`src/rtl/hazard_ctrl_v2_if.sv`:
```
// Hazard controller bundle: operand/forwarding/miss inputs and
// the per-boundary stall/flush and forward-select outputs.
interface hazard_ctrl_v2_if #(
    parameter int REG_AW = 5,
    parameter int NFWD   = 3,
    parameter int SELW   = $clog2(NFWD + 1)
);
    logic                   id_need_rs1;
    logic                   id_need_rs2;
    logic [REG_AW-1:0]      id_rs1;
    logic [REG_AW-1:0]      id_rs2;
    logic [NFWD-1:0]        fwd_we;
    logic [NFWD*REG_AW-1:0] fwd_rdst;
    logic                   src0_is_load;
    logic                   redirect;
    logic                   i_ICache_Miss;
    logic                   i_DCache_Miss;
    logic [SELW-1:0]        op1_sel;
    logic [SELW-1:0]        op2_sel;
    logic [4:0]             stall;
    logic [4:0]             flush;
    logic                   busy;

    modport master (
        output id_need_rs1, id_need_rs2, id_rs1, id_rs2,
        output fwd_we, fwd_rdst, src0_is_load, redirect,
        output i_ICache_Miss, i_DCache_Miss,
        input  op1_sel, op2_sel, stall, flush, busy
    );

    modport slave (
        input  id_need_rs1, id_need_rs2, id_rs1, id_rs2,
        input  fwd_we, fwd_rdst, src0_is_load, redirect,
        input  i_ICache_Miss, i_DCache_Miss,
        output op1_sel, op2_sel, stall, flush, busy
    );
endinterface

```
`src/rtl/hazard_ctrl_v2.sv`:
```
// 5-stage hazard controller: forwarding select, load-use interlock, miss freeze,
// redirect flush. Define HAZ_PERF_EN to add saturating performance counters.
module hazard_ctrl_v2 #(
    parameter int REG_AW    = 5,
    parameter int NFWD      = 3,
    parameter int LU_STALL  = 1,
    parameter int FLUSH_LEN = 1,
    parameter int SELW      = $clog2(NFWD + 1)
) (
    input  logic clk,
    input  logic rst,
    hazard_ctrl_v2_if.slave hif
`ifdef HAZ_PERF_EN
    ,
    output logic [31:0] perf_stall_cyc,
    output logic [31:0] perf_lu_cnt,
    output logic [31:0] perf_redir_cnt
`endif
);
    localparam logic [1:0] RUN   = 2'd0;
    localparam logic [1:0] LU    = 2'd1;
    localparam logic [1:0] DMISS = 2'd2;
    localparam logic [1:0] FLUSH = 2'd3;

    localparam logic [1:0] LU_RLD = 2'(LU_STALL > 1 ? LU_STALL - 2 : 0);
    localparam logic [1:0] FL_RLD = 2'(FLUSH_LEN > 1 ? FLUSH_LEN - 2 : 0);

    localparam logic [4:0] ST_DM = 5'b01111;
    localparam logic [4:0] FL_DM = 5'b10000;
    localparam logic [4:0] FL_RD = 5'b00110;
    localparam logic [4:0] ST_LU = 5'b00011;
    localparam logic [4:0] FL_LU = 5'b00100;
    localparam logic [4:0] ST_IM = 5'b00001;
    localparam logic [4:0] FL_IM = 5'b00010;

    logic [1:0]        state, state_n;
    logic [1:0]        cnt, cnt_n;
    logic              pend, pend_n;
    logic [4:0]        stall_c, flush_c;
    logic [SELW-1:0]   sel1, sel2;
    logic [REG_AW-1:0] rdst0;
    logic              lu_hit, dmiss;
    logic              run_eval, redir_eff;
    logic              redir_take, lu_take;

    assign dmiss = hif.i_DCache_Miss;
    assign rdst0 = hif.fwd_rdst[REG_AW-1:0];

    // Descending scan so the nearest matching source wins.
    always_comb begin
        sel1 = '0;
        sel2 = '0;
        for (int k = NFWD - 1; k >= 0; k--) begin
            if (hif.fwd_we[k] && hif.id_need_rs1 && hif.id_rs1 != '0 &&
                hif.fwd_rdst[k*REG_AW +: REG_AW] == hif.id_rs1)
                sel1 = SELW'(k + 1);
            if (hif.fwd_we[k] && hif.id_need_rs2 && hif.id_rs2 != '0 &&
                hif.fwd_rdst[k*REG_AW +: REG_AW] == hif.id_rs2)
                sel2 = SELW'(k + 1);
        end
    end

    assign lu_hit = hif.src0_is_load && hif.fwd_we[0] &&
        ((hif.id_need_rs1 && hif.id_rs1 != '0 && hif.id_rs1 == rdst0) ||
         (hif.id_need_rs2 && hif.id_rs2 != '0 && hif.id_rs2 == rdst0));

    always_comb begin
        state_n    = state;
        cnt_n      = cnt;
        pend_n     = pend;
        stall_c    = '0;
        flush_c    = '0;
        run_eval   = 1'b0;
        redir_eff  = hif.redirect;
        redir_take = 1'b0;
        lu_take    = 1'b0;
        unique case (state)
            RUN: run_eval = 1'b1;
            LU: begin
                if (dmiss || hif.redirect) begin
                    run_eval = 1'b1;
                end else begin
                    stall_c = ST_LU;
                    flush_c = FL_LU;
                    if (cnt == 2'd0) state_n = RUN;
                    else cnt_n = cnt - 2'd1;
                end
            end
            FLUSH: begin
                if (dmiss || hif.redirect) begin
                    run_eval = 1'b1;
                end else begin
                    flush_c = FL_IM;
                    if (cnt == 2'd0) state_n = RUN;
                    else cnt_n = cnt - 2'd1;
                end
            end
            DMISS: begin
                if (dmiss) begin
                    stall_c = ST_DM;
                    flush_c = FL_DM;
                    pend_n  = pend | hif.redirect;
                end else begin
                    // Exit cycle behaves as RUN with the deferred redirect folded in.
                    run_eval  = 1'b1;
                    redir_eff = hif.redirect | pend;
                end
            end
        endcase
        if (run_eval) begin
            state_n = RUN;
            pend_n  = 1'b0;
            if (dmiss) begin
                stall_c = ST_DM;
                flush_c = FL_DM;
                state_n = DMISS;
                pend_n  = hif.redirect;
            end else if (redir_eff) begin
                flush_c    = FL_RD;
                redir_take = 1'b1;
                if (FLUSH_LEN > 1) begin
                    state_n = FLUSH;
                    cnt_n   = FL_RLD;
                end
            end else if (lu_hit) begin
                stall_c = ST_LU;
                flush_c = FL_LU;
                lu_take = 1'b1;
                if (LU_STALL > 1) begin
                    state_n = LU;
                    cnt_n   = LU_RLD;
                end
            end else if (hif.i_ICache_Miss) begin
                stall_c = ST_IM;
                flush_c = FL_IM;
            end
        end
    end

    always_ff @(posedge clk) begin
        if (rst) begin
            state <= RUN;
            cnt   <= 2'd0;
            pend  <= 1'b0;
        end else begin
            state <= state_n;
            cnt   <= cnt_n;
            pend  <= pend_n;
        end
    end

    assign hif.stall   = rst ? 5'b00000 : stall_c;
    assign hif.flush   = rst ? 5'b11111 : flush_c;
    assign hif.op1_sel = rst ? '0 : sel1;
    assign hif.op2_sel = rst ? '0 : sel2;
    assign hif.busy    = !rst && (state != RUN);

`ifdef HAZ_PERF_EN
    always_ff @(posedge clk) begin
        if (rst) begin
            perf_stall_cyc <= '0;
            perf_lu_cnt    <= '0;
            perf_redir_cnt <= '0;
        end else begin
            if (stall_c[0] && perf_stall_cyc != '1)
                perf_stall_cyc <= perf_stall_cyc + 32'd1;
            if (lu_take && perf_lu_cnt != '1)
                perf_lu_cnt <= perf_lu_cnt + 32'd1;
            if (redir_take && perf_redir_cnt != '1)
                perf_redir_cnt <= perf_redir_cnt + 32'd1;
        end
    end
`endif
endmodule

```
`src/flat_wrapper.sv`:
```
// flat-port wrapper written by rule: the top's interface ports become plain ports
module hazard_ctrl_v2_flat 
#(
    parameter int REG_AW    = 5,
    parameter int NFWD      = 3,
    parameter int LU_STALL  = 1,
    parameter int FLUSH_LEN = 1,
    parameter int SELW      = $clog2(NFWD + 1)
)
  (clk, rst, hif_id_need_rs1, hif_id_need_rs2, hif_id_rs1, hif_id_rs2, hif_fwd_we, hif_fwd_rdst, hif_src0_is_load, hif_redirect, hif_i_ICache_Miss, hif_i_DCache_Miss, hif_op1_sel, hif_op2_sel, hif_stall, hif_flush, hif_busy);
  hazard_ctrl_v2_if #(.REG_AW(REG_AW), .NFWD(NFWD), .SELW(SELW)) hif_i ();
  input  logic clk;
  input  logic rst;
  input wire logic [$bits(hif_i.id_need_rs1)-1:0] hif_id_need_rs1;
  input wire logic [$bits(hif_i.id_need_rs2)-1:0] hif_id_need_rs2;
  input wire logic [$bits(hif_i.id_rs1)-1:0] hif_id_rs1;
  input wire logic [$bits(hif_i.id_rs2)-1:0] hif_id_rs2;
  input wire logic [$bits(hif_i.fwd_we)-1:0] hif_fwd_we;
  input wire logic [$bits(hif_i.fwd_rdst)-1:0] hif_fwd_rdst;
  input wire logic [$bits(hif_i.src0_is_load)-1:0] hif_src0_is_load;
  input wire logic [$bits(hif_i.redirect)-1:0] hif_redirect;
  input wire logic [$bits(hif_i.i_ICache_Miss)-1:0] hif_i_ICache_Miss;
  input wire logic [$bits(hif_i.i_DCache_Miss)-1:0] hif_i_DCache_Miss;
  output wire logic [$bits(hif_i.op1_sel)-1:0] hif_op1_sel;
  output wire logic [$bits(hif_i.op2_sel)-1:0] hif_op2_sel;
  output wire logic [$bits(hif_i.stall)-1:0] hif_stall;
  output wire logic [$bits(hif_i.flush)-1:0] hif_flush;
  output wire logic [$bits(hif_i.busy)-1:0] hif_busy;
  assign hif_i.id_need_rs1 = hif_id_need_rs1;
  assign hif_i.id_need_rs2 = hif_id_need_rs2;
  assign hif_i.id_rs1 = hif_id_rs1;
  assign hif_i.id_rs2 = hif_id_rs2;
  assign hif_i.fwd_we = hif_fwd_we;
  assign hif_i.fwd_rdst = hif_fwd_rdst;
  assign hif_i.src0_is_load = hif_src0_is_load;
  assign hif_i.redirect = hif_redirect;
  assign hif_i.i_ICache_Miss = hif_i_ICache_Miss;
  assign hif_i.i_DCache_Miss = hif_i_DCache_Miss;
  assign hif_op1_sel = hif_i.op1_sel;
  assign hif_op2_sel = hif_i.op2_sel;
  assign hif_stall = hif_i.stall;
  assign hif_flush = hif_i.flush;
  assign hif_busy = hif_i.busy;
  hazard_ctrl_v2 #(.REG_AW(REG_AW), .NFWD(NFWD), .LU_STALL(LU_STALL), .FLUSH_LEN(FLUSH_LEN), .SELW(SELW)) u_core (.clk(clk), .rst(rst), .hif(hif_i));
endmodule
```
`config.mk`:
```
export PLATFORM = sky130hd
export DESIGN_NAME = hazard_ctrl_v2_flat
export DESIGN_NICKNAME = d
export VERILOG_FILES = /design/src/rtl/hazard_ctrl_v2_if.sv /design/src/rtl/hazard_ctrl_v2.sv /design/src/flat_wrapper.sv
export SDC_FILE = /design/constraint.sdc
export NUM_CORES = 1
export LEC_CHECK = 0
export CORE_MARGIN = 5
export CORE_UTILIZATION = 29
export DETAILED_ROUTE_END_ITERATION = 10
export PLACE_DENSITY = 0.86
export SYNTH_ARGS = -nofsm -noshare
export SYNTH_HDL_FRONTEND = slang
export SYNTH_SLANG_ARGS = --single-unit
```
`constraint.sdc`:
```
create_clock -name clk -period 2 [get_ports clk]
set_clock_uncertainty 0.05 [all_clocks]
set_input_delay 0.4 -clock clk [delete_from_list [all_inputs] [get_ports clk]]
set_output_delay 0.4 -clock clk [all_outputs]
set_load 0.01 [all_outputs]
```
==> results_dict.tcl, run 1 <==
set metrics [dict create \
    outcome "finished, violations left" \
    failing_checks "setup timing" \
    hold-path-cell-count 2 \
    tritoncts_num_sinks 2 \
    timing.final.crit_share 1.18 \
    clk_transition_reported_paths_ns 0.03 \
    num_io_pins 51 \
    crit_path_end_kind "output pin" \
    grt-ovfl-total 0 \
    synth_area_leader "sky130_fd_sc_hd__xnor2_1" \
    detail_route.wirelength_mm 3.28 \
    synth_flop_cell "sky130_fd_sc_hd__dfxtp_1" \
    report.final.slew_viol_count 0 \
    clock_insertion_delay_worst_skew_ns 0.23 \
    diodes 0 \
    port_buffers 49 \
    synthSimpleGateAreaFrac 0.284 \
    ir_worst_vdd_mv 0.203 \
    synth.avg_cell_area_um2 7.55 \
    grt_pass1_vias 970 \
    reg2reg_setup_slack_ns 1.33 \
    drt.antenna.violating_nets 0 \
    synth.area.top_cells "sky130_fd_sc_hd__xnor2_1, sky130_fd_sc_hd__xor2_1, sky130_fd_sc_hd__dfxtp_1" \
    grt_max_degree 8 \
    synth-compound-area-share 0.147 \
    post-layout-total-power_uw 427 \
    hold-worst-slack_ns 0.444 \
    layout.filler_cells 135 \
    grt_setup_unrepaired "true" \
    postSynthRegisterBits 2 \
    per_cell_via_count_in_the_routed_design 5.07 \
    dominant_combinational_cell_family_by_area_after_synthesis "XOR/XNOR gates" \
    post-route-worst-setup-slack_ns -0.358 \
    area_of_the_mapped_netlist_um2 604 \
    tritoncts.num_buffers 3 \
    final-setup-viol-count 8 \
    synth.mux.area_fraction 0 \
    worstPathBufferInverterCount 3 \
    critPathTopFamily "simple AND/OR/NAND/NOR gates" \
    worstRegToRegCells 2 \
    worst_setup_path_endpoint "hif_op1_sel[1]" \
    crit_chain "buf_6, or4_4, o21ai_4, buf_6, nor3_4, o21bai_1, and3b_1, buf_2" \
    crit_slowest_cell "sky130_fd_sc_hd__or4_4" \
    crit_type "in2out" \
    fin_nets 197 \
    first_pass_grt_wire_length_mm 4.66 \
    critical_path.startpoint "hif_id_rs1[1]" \
    fp-row-count 16 \
    syn-num-nets 116 \
    tns_ns -2.49 \
    async_reset_ff_frac 0 \
    p_leak_uw 0.000687 \
    area_growth_pct 143 \
    p_per_area_mw_per_mm2 290 \
    ys.warnings.count 0 \
    drt-wirelength-per-cell_um 17.6 \
    yosys.cell_types.count 29 \
    post_synth_fa_ha_maj_area_fraction 0 \
    finalWorstPathRequiredPeriod_ns 2.36 \
    detailed_place_hpwl_mm 2.17 \
    ctsHtreeMaxLevel 1 \
    cts_tree "yes" \
    synth-xor-area-share 0.435 \
    cts-root-buf "sky130_fd_sc_hd__clkbuf_4" \
    synth_sequential_area_ratio 0.0663 \
    postSynthCellCount 80 \
    worst-endpoint-required_ns 1.55 \
    dr_total_vias 943 \
    detail_route.first_pass.iterations 4 \
    final_core_utilization 0.742 \
    r2r-start "u_core.state[1]$_SDFFE_PP0P_" \
    floorplan.die_area_mm2 0.00310 \
    achievable-frequency_ghz 0.424 \
    detailedRoute.firstIterationViolations 13 \
    critical_path_peak_fanout 2 \
    regToRegEndpoint "u_core.pend$_SDFFE_PP0P_" \
    crit_path_max_incr_delay_ns 0.55 \
    final_layout_size_suffix_gt1_frac 0.528 \
    place.gp.congestion 0.863 \
    synth_edf_count 0 \
    worst_setup_path_start_kind "primary input" \
    maxCapViolations 0 \
    floorplan.initialDensity 0.305 \
    logic_depth_of_the_worst_path_buffers_included 8 \
    groute.usage.overall 0.188 \
    core_mm2 0.00198 \
    synth_top_area_frac 0.261 \
    route.detailed.drc 0 \
    number_of_antenna_violations_at_the_first_check_in_global_routing 0 \
    hold_viol 0 \
    worst_path_most_repeated_cell "sky130_fd_sc_hd__buf_6" \
    dieHeight_um 55.7 \
    cts_buffer_depth 2 \
    critPathArrivalTime_ns 1.91 \
    die_w_um 55.7 \
    hp-class "reg2reg" \
]
-- routing by layer --
| metal | up-vias | wire, µm | GRT usage |
|---|---|---|---|
| li1 | 438 | - | - |
| met4 | 0 | 89 | 0.0625 |
| met5 | - | 0 | 0 |
| met3 | 8 | 133 | 0.0394 |
| met1 | 455 | 1230 | 0.188 |
| met2 | 42 | 1820 | 0.375 |
-- state kept, by name, summed over array words and instances (netlist names) --
signal / cells
u_core.state: 1
u_core.pend: 1
-- worst min-delay path by stage --
stage,start,to,slack (ns)
6_report,u_core.pend$_SDFFE_PP0P_,u_core.pend$_SDFFE_PP0P_,0.44
5_1_grt,u_core.pend$_SDFFE_PP0P_,u_core.pend$_SDFFE_PP0P_,0.48
4_1_cts,u_core.pend$_SDFFE_PP0P_,u_core.pend$_SDFFE_PP0P_,0.46
3_5_place_dp,u_core.pend$_SDFFE_PP0P_,u_core.pend$_SDFFE_PP0P_,0.43
3_3_place_gp,u_core.pend$_SDFFE_PP0P_,u_core.pend$_SDFFE_PP0P_,0.40
2_1_floorplan,u_core.pend$_SDFFE_PP0P_,u_core.pend$_SDFFE_PP0P_,0.39
-- synth_stat cells, drive strengths merged (2+ instances only) --
cell type and count:
a21oi 4, buf 4, dfxtp 2, inv 2
nand2 5, nand2b 2, nand3 3, nand4 2
nor2 2, nor2b 2, nor3 2, nor4 4
o21ai 3, or4 2, xnor2 18, xor2 12
-- power by group --
part | internal [µW] | switching, µW | leakage (µW) | total [µW]
clock network | 66.4 | 24.8 | 0.0000138 | 91.2
registers | 42.2 | 0.972 | 0.0000166 | 43.1
logic | 160 | 132 | 0.000657 | 292
-- worst register-to-register path, cell delays in order (launching register included) --
cell	delay, ns
sky130_fd_sc_hd__dfxtp_1	0.30
sky130_fd_sc_hd__a21oi_2	0.16
sky130_fd_sc_hd__nor2_1	0.06
-- cell type report --
cell class                 instances  area, µm²  share of cell area
clock buffer                       3       22.5              0.0153
tap                               27       33.8              0.0230
timing repair buffer              80        671               0.456
inverter                           2       7.51             0.00510
multi-input combinational         72        697               0.474
sequential                         2       40.0              0.0272
-- per-stage QoR --
stage                     instance area, µm²  setup WS [ns]  instances
after floorplan                          604        -0.0758         80
after global placement                  1270          -1.06        175
after detailed placement                1270          -1.12        175
after CTS                               1350         -0.324        183
after global routing                    1470         -0.417        186
final                                   1470         -0.358        186
-- logic make-up after synthesis --
| logic type | count (synthesis) |
|---|---|
| other | 1 |
| and+or+nand+nor | 29 |
| AOI/OAI and AO/OA | 12 |
| DFF | 2 |
| buffers and inverters | 6 |
| xor gates and xnor gates | 30 |
-- cell usage in the layout (no fill, tap or decap), drive strengths merged, types with 2 or more instances in the layout --
master          n
clkbuf          7
dlymetal6s2s    2
inv             2
clkdlybuf4s50  10
nand3           3
xnor2          18
xor2           12
or4             2
dfxtp           2
nor2            2
nand4           2
dlygate4sd2    15
buf            48
nor2b           2
a21oi           4
nor3            2
nand2           5
nor4            4
nand2b          2
o21ai           3
-- what timing repair did --
item | CTS | global route
hold buffers | 0 | 0
resized for setup | 111 | 33
endpoints found under the setup margin | 14 | 9
buffers inserted | 5 | 3
pin swaps | 27 | 22
(Power assumes the default switching activity.)
==> run 2, diff against run 1 <==
- CAP_MARGIN: default -> 10
- SKIP_CTS_REPAIR_TIMING: default -> 1
==> run 2 against run 1 <==
Worst setup slack gained 0.031 ns. Cell count is 2.7% lower. Largest power group unchanged. The flow still finishes with violations (setup timing). Hold slack got worse by 0.00061 ns. Core utilization fell by 3.0 points. Sequential share of layout area rose by 0.12 points. Final area shrank 4.1%. Critical endpoint unchanged. Clock power is 2% lower. Sequential power about the same. Routed wire length down 13%.
==> results_dict.tcl, run 2 (synthesis gave the netlist of run 1 again) <==
set metrics [dict create \
    cts_tree "yes" \
    clk_transition_reported_paths_ns 0.03 \
    worst-endpoint-required_ns 1.55 \
    number_of_antenna_violations_at_the_first_check_in_global_routing 0 \
    hp-class "reg2reg" \
    diodes 0 \
    detailedRoute.firstIterationViolations 51 \
    port_buffers 49 \
    crit_path_end_kind "output pin" \
    grt-ovfl-total 0 \
    detail_route.first_pass.iterations 4 \
    post-place-cells 175 \
    clock_insertion_delay_worst_skew_ns 0.22 \
    core_mm2 0.00198 \
    area_growth_pct 134 \
    reg.largest.list "u_core.pend (1), u_core.state (1)" \
    ctsHtreeMaxLevel 1 \
    failing_checks "setup timing" \
    drt-wirelength-per-cell_um 15.8 \
    p_per_area_mw_per_mm2 285 \
    detail_route.wirelength_mm 2.86 \
    tritoncts.num_buffers 3 \
    place.gp.congestion 0.863 \
    route.detailed.drc 0 \
    dr_total_vias 893 \
    post-route-worst-setup-slack_ns -0.327 \
    achievable-frequency_ghz 0.430 \
    outcome "finished, violations left" \
    finalWorstPathRequiredPeriod_ns 2.33 \
    dp_slack_ns -1.12 \
    worst_path_most_repeated_cell "sky130_fd_sc_hd__buf_6" \
    tritoncts_num_sinks 2 \
    worstPathBufferInverterCount 3 \
    detailed_place_hpwl_mm 2.17 \
    hold_viol 0 \
    grt_setup_unrepaired "true" \
    final-setup-viol-count 8 \
    first_pass_grt_wire_length_mm 4.17 \
    report.final.slew_viol_count 0 \
    worst_setup_path_start_kind "primary input" \
    critPathTopFamily "simple AND/OR/NAND/NOR gates" \
    per_cell_via_count_in_the_routed_design 4.93 \
    critical_path_peak_fanout 3 \
    ir_worst_vdd_mv 0.207 \
    layout_common_cells "sky130_fd_sc_hd__buf_4, sky130_fd_sc_hd__dlymetal6s2s_1, sky130_fd_sc_hd__xnor2_1" \
    grt_max_degree 8 \
    final_layout_size_suffix_gt1_frac 0.396 \
    dieHeight_um 55.7 \
    maxCapViolations 0 \
    p_leak_uw 0.000746 \
    crit_type "in2out" \
    final_common_cell "sky130_fd_sc_hd__buf_4" \
    final_cell_count_no_fill 181 \
    timing.final.crit_share 1.16 \
    grt_pass1_vias 916 \
    cts_buffer_depth 2 \
    groute.usage.overall 0.164 \
    critPathArrivalTime_ns 1.88 \
    die_w_um 55.7 \
    cts-root-buf "sky130_fd_sc_hd__clkbuf_4" \
    crit_chain "buf_6, or4_4, o21ai_4, buf_6, nor3_4, o21bai_1, and3b_1, buf_2" \
    num_io_pins 51 \
    drt.antenna.violating_nets 0 \
    floorplan.die_area_mm2 0.00310 \
    floorplan.initialDensity 0.305 \
    crit_slowest_cell "sky130_fd_sc_hd__or4_4" \
    fin_nets 192 \
    crit_path_max_incr_delay_ns 0.55 \
    fp-row-count 16 \
]
[run 2: changes by cell type in the layout (fill, tap and decap cells not counted), sizes merged]
cell and change:
buf -14, clkbuf +4, clkdlybuf4s15 -1, clkdlybuf4s50 +4, dlygate4sd2 -15, dlymetal6s2s +17
[run 2: final timing paths]
check / depth (start not counted) / slack, ns / startpoint / end
worst max-delay path: 8 / -0.33 / hif_id_rs1[3] / hif_op1_sel[1]
worst min-delay path: 2 / 0.44 / u_core.pend$_SDFFE_PP0P_ / u_core.pend$_SDFFE_PP0P_
worst max register to register: 2 / 1.28 / u_core.state[1]$_SDFFE_PP0P_ / u_core.pend$_SDFFE_PP0P_
worst min register to register: 2 / 0.44 / u_core.pend$_SDFFE_PP0P_ / u_core.pend$_SDFFE_PP0P_
[run 2: worst reg2reg max path: cells and delay by family (launching register included)]
family / cells / cell delay (ns)
AOI/OAI and AO/OA: 1 / 0.20
and+or+nand+nor: 1 / 0.06
DFF: 1 / 0.30
[run 2: final cells by class]
cell class / count / area (µm²)
Clock buffer: 3 / 22.5
Fill cell: 140 / 571
Inverter: 2 / 7.51
Multi-Input combinational cell: 72 / 628
Sequential cell: 2 / 40.0
Tap cell: 27 / 33.8
Timing Repair Buffer: 75 / 679
[run 2: layer usage]
| layer | vias to the layer above | track usage | part of all wire |
|---|---|---|---|
| met5 | - | 0 | 0 |
| met4 | 0 | 0.0417 | 0.0074 |
| met3 | 2 | 0.0371 | 0.059 |
| met2 | 46 | 0.324 | 0.55 |
| met1 | 413 | 0.171 | 0.39 |
| li1 | 432 | - | - |
[run 2: power by group]
group	total, µW	leakage (µW)	switching [µW]	internal [µW]
Sequential	42.9	0.0000166	0.710	42.2
Combinational	270	0.000716	117	153
Clock	89.8	0.0000138	23.5	66.3
Total	402	0.000746	141	261
[run 2: metrics by stage]
step	hold WS, ns	utilization	instance area (µm²)	setup TNS [ns]	power (µW)
final	0.443	0.712	1410	-2.03	402
after global routing	0.475	0.712	1410	-2.55	430
after CTS	0.457	0.653	1290	-9.52	388
after detailed placement	0.431	0.641	1270	-9.31	293
after global placement	0.400	0.641	1270	-8.59	285
after floorplan	0.388	-	604	-0.150	129
==> run 3, diff against run 2 <==
- REMOVE_ABC_BUFFERS: default -> 1
==> run 3 against run 2 <==
The flow still finishes with violations (setup timing). Largest power group unchanged. Largest cell class unchanged. Sequential power up 1%. Clock-buffer cell count unchanged. Combinational power up 8.9%. Critical path depth down 2. Register-to-register slack worse by 0.14 ns. Flip-flop and latch count unchanged.
==> results_dict.tcl, run 3 (synthesis gave the netlist of run 1 again) <==
set metrics [dict create \
    cts_tree "yes" \
    port_buffers 49 \
    final_cell_count_no_fill 186 \
    final_core_utilization 0.778 \
    fin_nets 197 \
    per_cell_via_count_in_the_routed_design 4.82 \
    outcome "finished, violations left" \
    post-route-worst-setup-slack_ns -0.354 \
    layout_common_cells "sky130_fd_sc_hd__buf_4, sky130_fd_sc_hd__dlymetal6s2s_1, sky130_fd_sc_hd__xnor2_1" \
    number_of_antenna_violations_at_the_first_check_in_global_routing 0 \
    hold_viol 0 \
    p_leak_uw 0.000851 \
    critPathArrivalTime_ns 1.90 \
    drt.antenna.violating_nets 0 \
    route.met2.wl_mm 1.63 \
    detailed_place_hpwl_mm 2.16 \
    detail_route.wirelength_mm 2.98 \
    critical_path_peak_fanout 3 \
    crit_path_end_kind "output pin" \
    worst_setup_path_start_kind "primary input" \
    achievable-frequency_ghz 0.425 \
    drt-wirelength-per-cell_um 16.0 \
    post-layout-total-power_uw 426 \
    top_layer "met4" \
    final_common_cell "sky130_fd_sc_hd__buf_4" \
    floorplan.die_area_mm2 0.00310 \
    detailedRoute.firstIterationViolations 12 \
    tritoncts.num_buffers 3 \
    tritoncts_num_sinks 2 \
    final-setup-viol-count 8 \
    finalWorstPathRequiredPeriod_ns 2.35 \
    diodes 0 \
    grt-ovfl-total 0 \
    maxCapViolations 0 \
    report.final.slew_viol_count 0 \
    p_per_area_mw_per_mm2 276 \
    grt_max_degree 7 \
    reg2reg_setup_slack_ns 1.14 \
    core_mm2 0.00198 \
    dr_total_vias 896 \
    clock_insertion_delay_worst_skew_ns 0.22 \
    die_w_um 55.7 \
    first_pass_grt_wire_length_mm 3.95 \
    dr_wl_met3_um 133 \
    wirelength_met1_mm 1.16 \
    final_layout_size_suffix_gt1_frac 0.484 \
    floorplan.initialDensity 0.305 \
    post-place-cells 179 \
    place.gp.congestion 0.869 \
    ctsHtreeMaxLevel 1 \
    grt_setup_unrepaired "true" \
    dieHeight_um 55.7 \
    detail_route.first_pass.iterations 4 \
    reg.largest.list "u_core.pend (1), u_core.state (1)" \
    route.detailed.drc 0 \
    crit_type "in2out" \
    num_io_pins 51 \
    hp-class "reg2reg" \
    cts_buffer_depth 2 \
    groute.usage.overall 0.156 \
    failing_checks "setup timing" \
    fp-row-count 16 \
    grt_pass1_vias 882 \
    clk_transition_reported_paths_ns 0.03 \
    area_growth_pct 155 \
    worst-endpoint-required_ns 1.55 \
    cts-root-buf "sky130_fd_sc_hd__clkbuf_4" \
    ir_worst_vdd_mv 0.366 \
    timing.final.crit_share 1.18 \
]
-- run 3: cell types whose count changed in the layout (fill, tap and decap cells not counted), sizes merged --
cell	delta
dlymetal6s2s	+4
buf	+7
clkbuf	-1
clkdlybuf4s50	-5
-- run 3: through the flow --
stage	hold slack, ns	setup TNS (ns)	worst slack [ns]	cell area (µm²)
6_report	0.582	-2.28	-0.354	1540
5_1_grt	0.633	-2.69	-0.399	1540
4_1_cts	0.552	-9.74	-1.11	1320
3_5_place_dp	0.542	-9.77	-1.10	1300
3_3_place_gp	0.523	-9.24	-1.07	1300
2_1_floorplan	0.388	-0.150	-0.0758	574
-- run 3: layout make-up --
type / count / area (µm²)
Inverter: 2 / 7.51
Multi-Input combinational cell: 72 / 688
Fill cell: 116 / 440
Tap cell: 27 / 33.8
Timing Repair Buffer: 80 / 749
Clock buffer: 3 / 22.5
Sequential cell: 2 / 40.0
-- run 3: path summary, 6_finish.rpt --
| check | startpoint | depth (start not counted) | end |
|---|---|---|---|
| max | hif_redirect | 6 | hif_flush[1] |
| min | u_core.pend$_SDFFE_PP0P_ | 3 | u_core.pend$_SDFFE_PP0P_ |
| max reg2reg | u_core.state[1]$_SDFFE_PP0P_ | 3 | u_core.pend$_SDFFE_PP0P_ |
| min reg2reg | u_core.pend$_SDFFE_PP0P_ | 3 | u_core.pend$_SDFFE_PP0P_ |
-- run 3: routing by layer --
| layer | vias to the layer above | GRT usage |
|---|---|---|
| met4 | 0 | 0.0313 |
| met3 | 6 | 0.0302 |
| met1 | 417 | 0.182 |
| met2 | 37 | 0.291 |
| met5 | - | 0 |
| li1 | 436 | - |
-- run 3: power breakdown --
part / switching (µW) / internal [µW]
clock: 23.0 / 66.2
sequential: 1.18 / 42.2
combinational: 127 / 167
-- run 3: critical path, stage by stage --
cell                              delay (ns)
sky130_fd_sc_hd__clkdlybuf4s50_1        0.43
sky130_fd_sc_hd__a21oi_1                0.20
sky130_fd_sc_hd__nor2b_1                0.31
sky130_fd_sc_hd__o2111ai_2              0.20
sky130_fd_sc_hd__and3_1                 0.22
sky130_fd_sc_hd__buf_2                  0.13
